===== src/rtl/fifo_arb_pkg.sv =====
// Shared types and default sizes for the FIFO write-port arbiter family.
// Imported by rr_arb_pick and fifo_wr_arbiter.
package fifo_arb_pkg;

  typedef enum logic {
    ARB_IDLE  = 1'b0,
    ARB_GRANT = 1'b1
  } arb_state_t;

  localparam int DEF_NUM_REQ    = 4;
  localparam int DEF_DATA_WIDTH = 8;

endpackage


===== src/rtl/rr_arb_pick.sv =====
// Combinational round-robin picker: first asserted request at or above i_start,
// wrapping modulo NUM_REQ. Reusable by any arbiter that keeps its own pointer.
module rr_arb_pick
  import fifo_arb_pkg::*;
#(
  parameter int NUM_REQ = DEF_NUM_REQ,
  parameter int IW      = $clog2(NUM_REQ)
) (
  input  logic [NUM_REQ-1:0] i_req,
  input  logic [IW-1:0]      i_start,
  output logic [IW-1:0]      o_idx,
  output logic               o_any
);

  always_comb begin
    logic [IW-1:0] w_scan;
    o_any  = 1'b0;
    o_idx  = '0;
    w_scan = i_start;
    for (int k = 0; k < NUM_REQ; k++) begin
      if (!o_any && i_req[w_scan]) begin
        o_any = 1'b1;
        o_idx = w_scan;
      end
      w_scan = (w_scan == IW'(NUM_REQ - 1)) ? '0 : w_scan + 1'b1;
    end
  end

endmodule


===== src/rtl/fifo_wr_arbiter.sv =====
// Packet-level round-robin arbiter in front of the FIFO write port.
// Optional per-requester packet counters: define FIFO_ARB_STATS_EN.
module fifo_wr_arbiter
  import fifo_arb_pkg::*;
#(
  parameter int NUM_REQ    = DEF_NUM_REQ,
  parameter int DATA_WIDTH = DEF_DATA_WIDTH,
  parameter int CNT_WIDTH  = 16
) (
  input  logic                          clk,
  input  logic                          reset_n,
  input  logic [NUM_REQ-1:0]            req_valid,
  input  logic [NUM_REQ*DATA_WIDTH-1:0] req_data,
  input  logic [NUM_REQ-1:0]            req_last,
  output logic [NUM_REQ-1:0]            req_ready,
  input  logic                          fifo_full,
  output logic                          fifo_write_en,
  output logic [DATA_WIDTH-1:0]         fifo_data_in,
  output logic [$clog2(NUM_REQ)-1:0]    grant_id,
  output logic                          busy
`ifdef FIFO_ARB_STATS_EN
  ,
  output logic [NUM_REQ*CNT_WIDTH-1:0]  pkt_count
`endif
);

  localparam int IW = $clog2(NUM_REQ);

  if (NUM_REQ < 2 || CNT_WIDTH < 1) begin : g_bad_params
    $error("fifo_wr_arbiter: NUM_REQ must be >= 2 and CNT_WIDTH >= 1");
  end

  arb_state_t            r_state;
  arb_state_t            w_state_nxt;
  logic [IW-1:0]         r_grant_id;
  logic [IW-1:0]         w_grant_nxt;
  logic [IW-1:0]         r_rr_ptr;
  logic [IW-1:0]         w_rr_ptr_nxt;
  logic [IW-1:0]         w_pick_idx;
  logic                  w_pick_any;
  logic                  w_owner_valid;
  logic                  w_owner_last;
  logic [DATA_WIDTH-1:0] w_owner_data;

  // The picker only matters in ARB_IDLE; in ARB_GRANT its result is ignored.
  rr_arb_pick #(
    .NUM_REQ (NUM_REQ),
    .IW      (IW)
  ) u_pick (
    .i_req   (req_valid),
    .i_start (r_rr_ptr),
    .o_idx   (w_pick_idx),
    .o_any   (w_pick_any)
  );

  assign w_owner_valid = req_valid[r_grant_id];
  assign w_owner_last  = req_last[r_grant_id];

  always_comb begin
    w_owner_data = '0;
    for (int i = 0; i < NUM_REQ; i++) begin
      if (r_grant_id == IW'(i)) begin
        w_owner_data = req_data[i*DATA_WIDTH +: DATA_WIDTH];
      end
    end
  end

  always_ff @(posedge clk or negedge reset_n) begin
    if (!reset_n) begin
      r_state    <= ARB_IDLE;
      r_grant_id <= '0;
      r_rr_ptr   <= '0;
    end else begin
      r_state    <= w_state_nxt;
      r_grant_id <= w_grant_nxt;
      r_rr_ptr   <= w_rr_ptr_nxt;
    end
  end

  // Outputs depend only on registered state, fifo_full and the owner's valid,
  // so there is no combinational path from any req_valid to req_ready.
  always_comb begin
    w_state_nxt   = r_state;
    w_grant_nxt   = r_grant_id;
    w_rr_ptr_nxt  = r_rr_ptr;
    req_ready     = '0;
    fifo_write_en = 1'b0;
    fifo_data_in  = '0;
    busy          = 1'b0;
    case (r_state)
      ARB_IDLE: begin
        if (w_pick_any) begin
          w_state_nxt = ARB_GRANT;
          w_grant_nxt = w_pick_idx;
        end
      end
      ARB_GRANT: begin
        busy                  = 1'b1;
        req_ready[r_grant_id] = !fifo_full;
        fifo_write_en         = w_owner_valid && !fifo_full;
        if (fifo_write_en) begin
          fifo_data_in = w_owner_data;
        end
        if (fifo_write_en && w_owner_last) begin
          w_state_nxt  = ARB_IDLE;
          w_rr_ptr_nxt = (r_grant_id == IW'(NUM_REQ - 1)) ? '0 : r_grant_id + 1'b1;
        end
      end
      default: w_state_nxt = ARB_IDLE;
    endcase
  end

  assign grant_id = r_grant_id;

`ifdef FIFO_ARB_STATS_EN
  logic w_cnt_inc;

  // fifo_write_en is only ever high in ARB_GRANT, so this marks a completed packet.
  assign w_cnt_inc = fifo_write_en && w_owner_last;

  for (genvar i = 0; i < NUM_REQ; i++) begin : g_cnt
    logic [CNT_WIDTH-1:0] r_pkt_cnt;

    always_ff @(posedge clk or negedge reset_n) begin
      if (!reset_n) begin
        r_pkt_cnt <= '0;
      end else if (w_cnt_inc && (r_grant_id == IW'(i)) && (r_pkt_cnt != '1)) begin
        r_pkt_cnt <= r_pkt_cnt + 1'b1;
      end
    end

    assign pkt_count[i*CNT_WIDTH +: CNT_WIDTH] = r_pkt_cnt;
  end
`endif

endmodule


===== config.mk =====
export PLATFORM = sky130hd
export DESIGN_NAME = fifo_wr_arbiter
export DESIGN_NICKNAME = d
export VERILOG_FILES = /design/src/rtl/fifo_arb_pkg.sv /design/src/rtl/rr_arb_pick.sv /design/src/rtl/fifo_wr_arbiter.sv
export SDC_FILE = /design/constraint.sdc
export NUM_CORES = 1
export LEC_CHECK = 0
export ABC_AREA = 1
export BUFFER_PORTS_ARGS = -buffer_cell sky130_fd_sc_hd__buf_2
export CAP_MARGIN = 20
export CORE_ASPECT_RATIO = 0.75
export CORE_MARGIN = 1
export CORE_UTILIZATION = 42
export DETAILED_ROUTE_END_ITERATION = 7
export PLACE_DENSITY_LB_ADDON = 0.3
export SYNTH_ARGS = -nofsm -noshare
export SYNTH_HDL_FRONTEND = slang
export SYNTH_HIERARCHICAL = 1
export SYNTH_SLANG_ARGS = --single-unit

===== constraint.sdc =====
create_clock -name clk -period 3.08 [get_ports clk]
set_input_delay 0.308 -clock clk [delete_from_list [all_inputs] [get_ports clk]]
set_output_delay 0.308 -clock clk [all_outputs]
set_load 0.005 [all_outputs]

==> flow_metrics.tcl, run 1 <==
set metrics [dict create \
    syn_nets 229 \
    grt_pass1_wl_microns 4353 \
    cts.repair.resized 0 \
    synth_top_area_share_pct 22.55 \
    core_sq_um 2308 \
    clk_pin_slew_ns 0.05 \
    vias 1286 \
    outcome "finished clean" \
    setup-tns-final_ns 0 \
    drt_iter0_drc 77 \
    switching_share_pct 58.60 \
    pwr_density_cell_nw_per_um2 972.1 \
    die_h_microns 44.94 \
    syn-cell-area_sq_um 1032 \
    cts_inserted_buffers 3 \
    hp-class "input pin to asynchronous set/reset pin" \
    route.detailed.drc 0 \
    die_area_sq_um 2662 \
    finalSetupViolCount 0 \
    rows 15 \
    start_util_pct 44.72 \
    syn_area_per_cell_sq_um 5.703 \
    multi_input_area_sq_um 785.8 \
    portBuffers 58 \
    worstSetupPathType "flop to output port" \
    yosysSeqAreaShare_pct 12.12 \
    nFillCells 240 \
    grt_use_total_pct 21.78 \
    cts.sinks 5 \
    clockRootBuffer "clkbuf_4" \
    vias_per_cell 4.711 \
    grt_pass1_vias 992 \
    io_pins 59 \
    critPathArrivalTime_ns 2.10 \
    yosysWarningCount 6 \
    synth-edff-count 0 \
    yosysTopAreaCell "nand2_1" \
    cts_max_path_buffers 2 \
    r2r-end "r_state" \
    ir_drop_v 0.0005118 \
    final_nets 288 \
    max-slew-margin-rel_pct 75.81 \
    avgRoutedWirePerCell_microns 10.47 \
    regArea_sq_um 125.1 \
    intPower_mw 0.5499 \
    worstPathMaxFanout 9 \
    cts_hold_repair.buffers 1 \
    clkLatencyLatePin_ns 0.25 \
    cp.required_ns 2.77 \
    synthTopCellsByArea "nand2_1 23%, dfrtp_1 12%, inv_1 6.2%" \
    worst_clock_skew_ns 0.005484 \
    async_reset_ff_share_pct 100.0 \
    gp_congestion 0.8350 \
    drt.antenna.violating_nets 0 \
    p_sw_mw 0.7784 \
    r2r-start "r_rr_ptr[0]" \
    final-max-slew-violation-count 0 \
    layout.cells.non_filler 273 \
    syn-instance-count 181 \
    num_antenna_cells 0 \
    grt_max_degree 17 \
    antenna_found_initial 0 \
    seq_power_share_pct 11.2 \
    r2r_cells 9 \
    area_growth_pct 32.36 \
    cts_setup_buffers 0 \
    clockPowerShare_pct 5.9 \
    fmax_ghz 0.4149 \
    worstSetupEndpointType "output port" \
    p_comb_share_pct 82.9 \
    r2r_slack_ns 1.06 \
    critPathLaunchType "flop" \
    die_w_microns 59.25 \
    rsz0062_at_grt "no" \
    cap_violations 0 \
    fin_crit_sh_pct 78.25 \
    synth_ff_type "dfrtp_1" \
    htree_levels 1 \
    yosysUniqueCellTypes 24 \
    fin_crit_ns 2.410 \
    drive_gt1_share_pct 35.56 \
    cts_tree "yes" \
    finish.utilization_pct 59.19 \
    detail_route.first_pass.iterations 4 \
    post-dp-hpwl_microns 2371 \
    hold_viol_final 0 \
    worst_pin_slew_ns 0.3590 \
    wl_microns 2858 \
    grt.overflow.total 0 \
    ys_seq_elements 5 \
    p_leak_nw 0.8098 \
    dp_cells 268 \
]
[cells in the final DEF (no fill, tap or decap), types with 2 or more instances in the layout]
cell type | netlist | routed
a21oi_1 | 11 | 11
a21oi_2 | 2 | 2
buf_2 | 1 | 58
clkbuf_4 | 0 | 3
dfrtp_1 | 5 | 5
ha_1 | 5 | 5
inv_1 | 17 | 17
inv_2 | 5 | 5
nand2_1 | 62 | 62
nand2_2 | 4 | 4
nand2_4 | 3 | 3
nand3_1 | 10 | 10
nand3_2 | 5 | 5
nand3b_1 | 3 | 3
nand4_1 | 4 | 4
nor2_1 | 17 | 17
nor2_4 | 2 | 2
o211ai_1 | 7 | 7
o21ai_0 | 8 | 8
or2_2 | 2 | 2
[registers in the layout, summed over array words and instances, names as in the netlist]
register	flops
grant_id	2
r_rr_ptr	2
r_state	1
[power by group through the flow]
stage | Clock, mW | Combinational [mW] | Sequential (mW)
finish | 0.0782 | 1.10 | 0.148
global placement | 0 | 1.08 | 0.146
CTS | 0.0794 | 1.09 | 0.148
global route | 0.0861 | 1.24 | 0.156
detailed placement | 0 | 1.08 | 0.149
floorplan | 0 | 0.857 | 0.141
[worst max-delay path by stage]
stage,from,to,slack (ns),cells after the start
floorplan,r_rr_ptr[0],r_state,1.27,9
global placement,grant_id[0],fifo_data_in[0],1.02,6
detailed placement,grant_id[0],fifo_data_in[0],0.98,6
CTS,grant_id[0],fifo_data_in[0],0.71,6
global route,grant_id[0],fifo_data_in[0],0.52,6
finish,grant_id[0],fifo_data_in[0],0.67,6
[metrics by stage]
| stage | area (sq um) | hold WS (ns) | worst slack (ns) | total power [mW] |
|---|---|---|---|---|
| 2_1_floorplan | 1032 | 0.01241 | 1.267 | 0.9975 |
| 3_3_place_gp | 1330 | 0.1300 | 1.021 | 1.228 |
| 3_5_place_dp | 1330 | 0.1307 | 0.9768 | 1.229 |
| 4_1_cts | 1366 | 0.4012 | 0.7084 | 1.315 |
| 5_1_grt | 1366 | 0.4142 | 0.5240 | 1.479 |
| 6_report | 1366 | 0.4038 | 0.6698 | 1.328 |
[layer usage]
layer	up-vias	GRT usage, %	part of all wire (%)
li1	697	-	-
met1	549	36.62	56
met2	40	27.64	39
met3	0	4.585	5.5
met4	0	2.857	0
met5	-	0	0
[area by class of cell]
type / count / area share, %
tap: 34 / 3.114
multi-input combinational: 148 / 57.51
timing repair buffer: 59 / 21.98
clock buffer: 4 / 1.923
inverter: 23 / 6.319
sequential: 5 / 9.158
[cell usage after synthesis, types with 4 or more instances]
cell / count
nand3_1: 10
buf_4: 4
inv_1: 17
nand2_1: 62
nand3_2: 5
nand4_1: 4
o21ai_0: 8
ha_1: 5
dfrtp_1: 5
inv_2: 5
a21oi_1: 11
o211ai_1: 7
nor2_1: 17
nand2_2: 4
[cell families (layout without fill, tap and decap cells)]
logic type / after synthesis / count (layout) / synth area share, %
adder cells (fa/ha/maj): 5 / 5 / 6.061
flip-flops: 5 / 5 / 12.12
buffers and inverters: 28 / 86 / 11.76
AO/OA/AOI/OAI: 28 / 28 / 16.00
XOR/XNOR: 1 / 1 / 0.8486
AND/OR/NAND/NOR: 114 / 114 / 53.21
[worst max-delay path: stages, from the launching register on]
cell and delay, ns:
dfrtp_1 0.47, inv_2 0.17, ha_1 0.33, clkinv_1 0.27
o21ai_0 0.39, a21oi_2 0.09, buf_2 0.13
Power figures use the tool's default switching activity.
==> run 2, diff against run 1 <==
- clock period: 3.08 -> 2.4 ns (I/O delays scaled with it)
==> flow_metrics.tcl, run 2 (synthesis gave the netlist of run 1 again) <==
set metrics [dict create \
    rsz0062_at_grt "no" \
    p_comb_share_pct 83.4 \
    max-slew-margin-rel_pct 73.46 \
    fin_crit_sh_pct 90.80 \
    p_sw_mw 1.005 \
    avgRoutedWirePerCell_microns 10.54 \
    vias_per_cell 4.777 \
    clockRootBuffer "clkbuf_4" \
    wl_microns 2888 \
    seq_power_share_pct 11.1 \
    path_buf_inv 2 \
    cap_violations 0 \
    cts.sinks 5 \
    cp.required_ns 2.16 \
    clkLatencyLatePin_ns 0.24 \
    cts_setup_buffers 0 \
    final-max-slew-violation-count 0 \
    final_cell_mix "62 x nand2_1, 58 x buf_2, 17 x inv_1, 17 x nor2_1, 11 x a21oi_1" \
    switching_share_pct 58.48 \
    worstPathMaxFanout 9 \
    grt_pass1_vias 985 \
    io_pins 59 \
    finalSetupViolCount 0 \
    clk_pin_slew_ns 0.04 \
    portBuffers 58 \
    hp-class "input pin to asynchronous set/reset pin" \
    mostFrequentLayoutCell "nand2_1" \
    critPathLaunchType "flop" \
    cp_slowest_cell "dfrtp_1" \
    cp_cell_sequence "inv_1, ha_1, nand3_1, nand2_1, o21ai_0, a21oi_2, buf_2" \
    cts_hold_repair.buffers 1 \
    cts_tree "yes" \
    grt_use_total_pct 21.58 \
    die_w_microns 59.25 \
    area_growth_pct 33.09 \
    fmax_ghz 0.4589 \
    route.detailed.drc 0 \
    drt.antenna.violating_nets 0 \
    intPower_mw 0.7134 \
    r2r-start "r_rr_ptr[0]" \
    num_antenna_cells 0 \
    cts.repair.resized 0 \
    core_sq_um 2308 \
    drive_gt1_share_pct 35.83 \
    post-dp-hpwl_microns 2385 \
    pwr_density_cell_nw_per_um2 1251 \
    p_leak_nw 0.8150 \
    outcome "finished clean" \
    start_util_pct 44.72 \
    multi_input_area_sq_um 785.8 \
    nFillCells 237 \
    r2r_slack_ns 0.38 \
    setup-tns-final_ns 0 \
    regArea_sq_um 125.1 \
    worst_clock_skew_ns 0.005186 \
    die_h_microns 44.94 \
    worstSetupPathType "flop to output port" \
    whs_ns 0.3460 \
    grt_max_degree 17 \
    cts_max_path_buffers 2 \
    grt_pass1_wl_microns 4326 \
    r2r-end "r_state" \
    ir_drop_v 0.0006861 \
    htree_levels 1 \
    detail_route.first_pass.iterations 4 \
    crit_family "flip-flops" \
    worstSetupEndpointType "output port" \
    critPathArrivalTime_ns 1.94 \
    r2r_cells 9 \
    clockPowerShare_pct 5.6 \
    crit_cells 7 \
    drt_iter0_drc 77 \
    vias 1309 \
    rows 15 \
    gp_congestion 0.8501 \
    cpPeakStageDelay_ns 0.44 \
    hold_viol_final 0 \
    antenna_found_initial 0 \
    worst_pin_slew_ns 0.3939 \
    final_nets 289 \
    grt.overflow.total 0 \
    cts_inserted_buffers 3 \
    fin_crit_ns 2.179 \
    die_area_sq_um 2662 \
]
-- run 2: final cells by class --
type / instances / area share [%]
Clock buffer: 4 / 1.913
Inverter: 23 / 6.284
Multi-Input combinational cell: 148 / 57.19
Sequential cell: 5 / 9.107
Tap cell: 34 / 3.097
Timing Repair Buffer: 60 / 22.40
-- run 2: through the flow --
step | instances | utilization [%] | worst slack, ns | cell area (sq um) | power (mW)
3_5_place_dp | 269 | 57.94 | 0.4289 | 1338 | 1.595
6_report | 274 | 59.51 | 0.2207 | 1374 | 1.718
2_1_floorplan | 181 | - | 0.5870 | 1032 | 1.280
3_3_place_gp | 269 | 57.94 | 0.4691 | 1338 | 1.587
5_1_grt | 274 | 59.51 | 0.05671 | 1374 | 1.898
4_1_cts | 274 | 59.51 | 0.2185 | 1374 | 1.701
-- run 2: power by group through the flow --
stage	clock [mW]	combinational [mW]	sequential, mW
finish	0.0962	1.43	0.190
global route	0.107	1.59	0.200
CTS	0.101	1.41	0.189
detailed placement	0	1.40	0.191
global placement	0	1.40	0.190
floorplan	0	1.10	0.180
-- run 2: worst max-delay path by stage --
| stage | startpoint | to | slack, ns |
|---|---|---|---|
| 5_1_grt | grant_id[0] | fifo_data_in[7] | 0.06 |
| 6_report | grant_id[1] | fifo_data_in[0] | 0.22 |
| 3_5_place_dp | r_rr_ptr[0] | r_state | 0.43 |
| 3_3_place_gp | r_rr_ptr[0] | r_state | 0.47 |
| 4_1_cts | grant_id[0] | fifo_data_in[0] | 0.22 |
| 2_1_floorplan | r_rr_ptr[0] | r_state | 0.59 |
-- run 2: per-layer routing --
| metal | track usage [%] | routed length (microns) |
|---|---|---|
| met3 | 4.298 | 143 |
| met5 | 0 | 0 |
| met4 | 4.286 | 0 |
| met2 | 28.99 | 1212 |
| met1 | 34.62 | 1532 |
==> run 3, diff against run 2 <==
- CELL_PAD_IN_SITES_DETAIL_PLACEMENT: not set -> 2
- CELL_PAD_IN_SITES_GLOBAL_PLACEMENT: not set -> 2
- CORE_UTILIZATION: 42 -> 20
==> flow_metrics.tcl, run 3 (synthesis gave the netlist of run 1 again) <==
set metrics [dict create \
    outcome "finished, violations left" \
    violations "design-rule violations" \
    drt_iter0_drc 36 \
    drt.antenna.violating_nets 0 \
    num_antenna_cells 0 \
    htree_levels 1 \
    cp.required_ns 2.16 \
    ir_drop_v 0.0004265 \
    detail_route.first_pass.iterations 8 \
    fin_crit_ns 2.250 \
    grt_pass1_vias 1323 \
    cts.sinks 5 \
    rows 22 \
    grt.overflow.total 0 \
    grt_max_degree 17 \
    cts_max_path_buffers 2 \
    cpPeakStageDelay_ns 0.51 \
    vias_per_cell 4.490 \
    hp-class "input pin to asynchronous set/reset pin" \
    worst_pin_slew_ns 0.3519 \
    setup-tns-final_ns 0 \
    cts_setup_buffers 0 \
    finalSetupViolCount 0 \
    worst_clock_skew_ns 0.001749 \
    cts_tree "yes" \
    rsz0062_at_grt "no" \
    io_pins 59 \
    die_w_microns 84.96 \
    clk_pin_slew_ns 0.04 \
    avgRoutedWirePerCell_microns 14.08 \
    r2r-end "r_state" \
    worstSetupEndpointType "output port" \
    cap_violations 0 \
    regArea_sq_um 125.1 \
    p_leak_nw 0.8199 \
    worstPathMaxFanout 10 \
    start_util_pct 20.95 \
    worstSetupPathType "flop to output port" \
    r2r_cells 9 \
    total_power_mw 1.875 \
    die_area_sq_um 5455 \
    grt_pass1_wl_microns 6858 \
    critPathArrivalTime_ns 2.01 \
    portBuffers 58 \
    grt_use_total_pct 16.15 \
    r2r-start "r_rr_ptr[0]" \
    cts_inserted_buffers 3 \
    antenna_found_initial 0 \
    clockRootBuffer "clkbuf_8" \
    route.detailed.drc 6 \
    cp_slowest_cell "dfrtp_1" \
    fmax_ghz 0.4445 \
    clkLatencyLatePin_ns 0.22 \
    nFillCells 647 \
    r2r_slack_ns 0.33 \
    wl_microns 4224 \
    area_growth_pct 38.67 \
    critPathLaunchType "flop" \
    hold_viol_final 0 \
    mostFrequentLayoutCell "nand2_1" \
    cp_cell_sequence "ha_1, inv_1, or2_2, nand3_2, a21oi_2, buf_2" \
    final-max-slew-violation-count 0 \
    fin_crit_sh_pct 93.74 \
    drive_gt1_share_pct 37.08 \
    die_h_microns 64.22 \
    final_cell_mix "62 x nand2_1, 58 x buf_2, 17 x inv_1, 17 x nor2_1, 11 x a21oi_1" \
    gp_congestion 0.7287 \
    max-slew-margin-rel_pct 76.54 \
    core_sq_um 4927 \
    pwr_density_cell_nw_per_um2 1310 \
    cp-startpoint "grant_id[0]" \
    final_nets 289 \
    multi_input_area_sq_um 790.8 \
    post-dp-hpwl_microns 3472 \
    vias 1347 \
]
==> run 3: cell count changes in the layout (fill, tap and decap cells not counted) <==
cell and change:
ha_2 +2, ha_1 -2, clkinv_2 +1, clkbuf_4 -3
clkbuf_8 +3, clkinv_1 -1
==> run 3: final cells by class <==
cell class	instances	area share [%]
clock buffers	4	3.147
inverters	23	6.119
multi-input cells	148	55.24
flip-flops and latches	5	8.741
well taps	60	5.245
repair buffers	60	21.50
==> run 3: worst max-delay path: cells and delay by family, from the launching register on <==
kind | cells | cell delay (ns)
and+or+nand+nor | 2 | 0.42
AOI/OAI and AO/OA | 1 | 0.03
buffers and inverters | 2 | 0.40
DFF | 1 | 0.51
adders and majority gates | 1 | 0.43
==> run 3: power by group <==
| group | internal [mW] | total (mW) | switching (mW) |
|---|---|---|---|
| clock | 0.115 | 0.162 | 0.0474 |
| sequential | 0.125 | 0.196 | 0.0713 |
| combinational | 0.542 | 1.52 | 0.975 |
| total | 0.781 | 1.88 | 1.09 |
==> run 3: through the flow <==
stage	std cells	utilization, %	area, sq um	hold WS (ns)	setup slack, ns
after floorplan	181	-	1032	-0.05559	0.5870
after global routing	300	29.05	1431	0.3754	0.03608
after detailed placement	295	27.81	1370	0.07490	0.1852
final	300	29.05	1431	0.3638	0.1502
after global placement	295	27.81	1370	0.07117	0.2007
after CTS	300	28.95	1426	0.3703	0.08051
==> run 3: metal layers <==
layer | GRT usage, % | routed length [microns]
met2 | 23.89 | 1806
met5 | 0 | 0
met4 | 1.271 | 0
met3 | 3.618 | 170
met1 | 24.35 | 2247
==> run 3: worst max-delay path by stage <==
stage                           end  depth (start not counted)
finish              fifo_data_in[0]                          6
global route        fifo_data_in[0]                          6
CTS                 fifo_data_in[0]                          6
global placement    fifo_data_in[0]                          6
detailed placement  fifo_data_in[0]                          6
floorplan                   r_state                          9
==> run 3: repair_timing <==
item	in CTS	in global routing
setup endpoints to repair	8	7
hold buffers	1	0
resized for setup	1	2
endpoints found under the hold margin	5	0
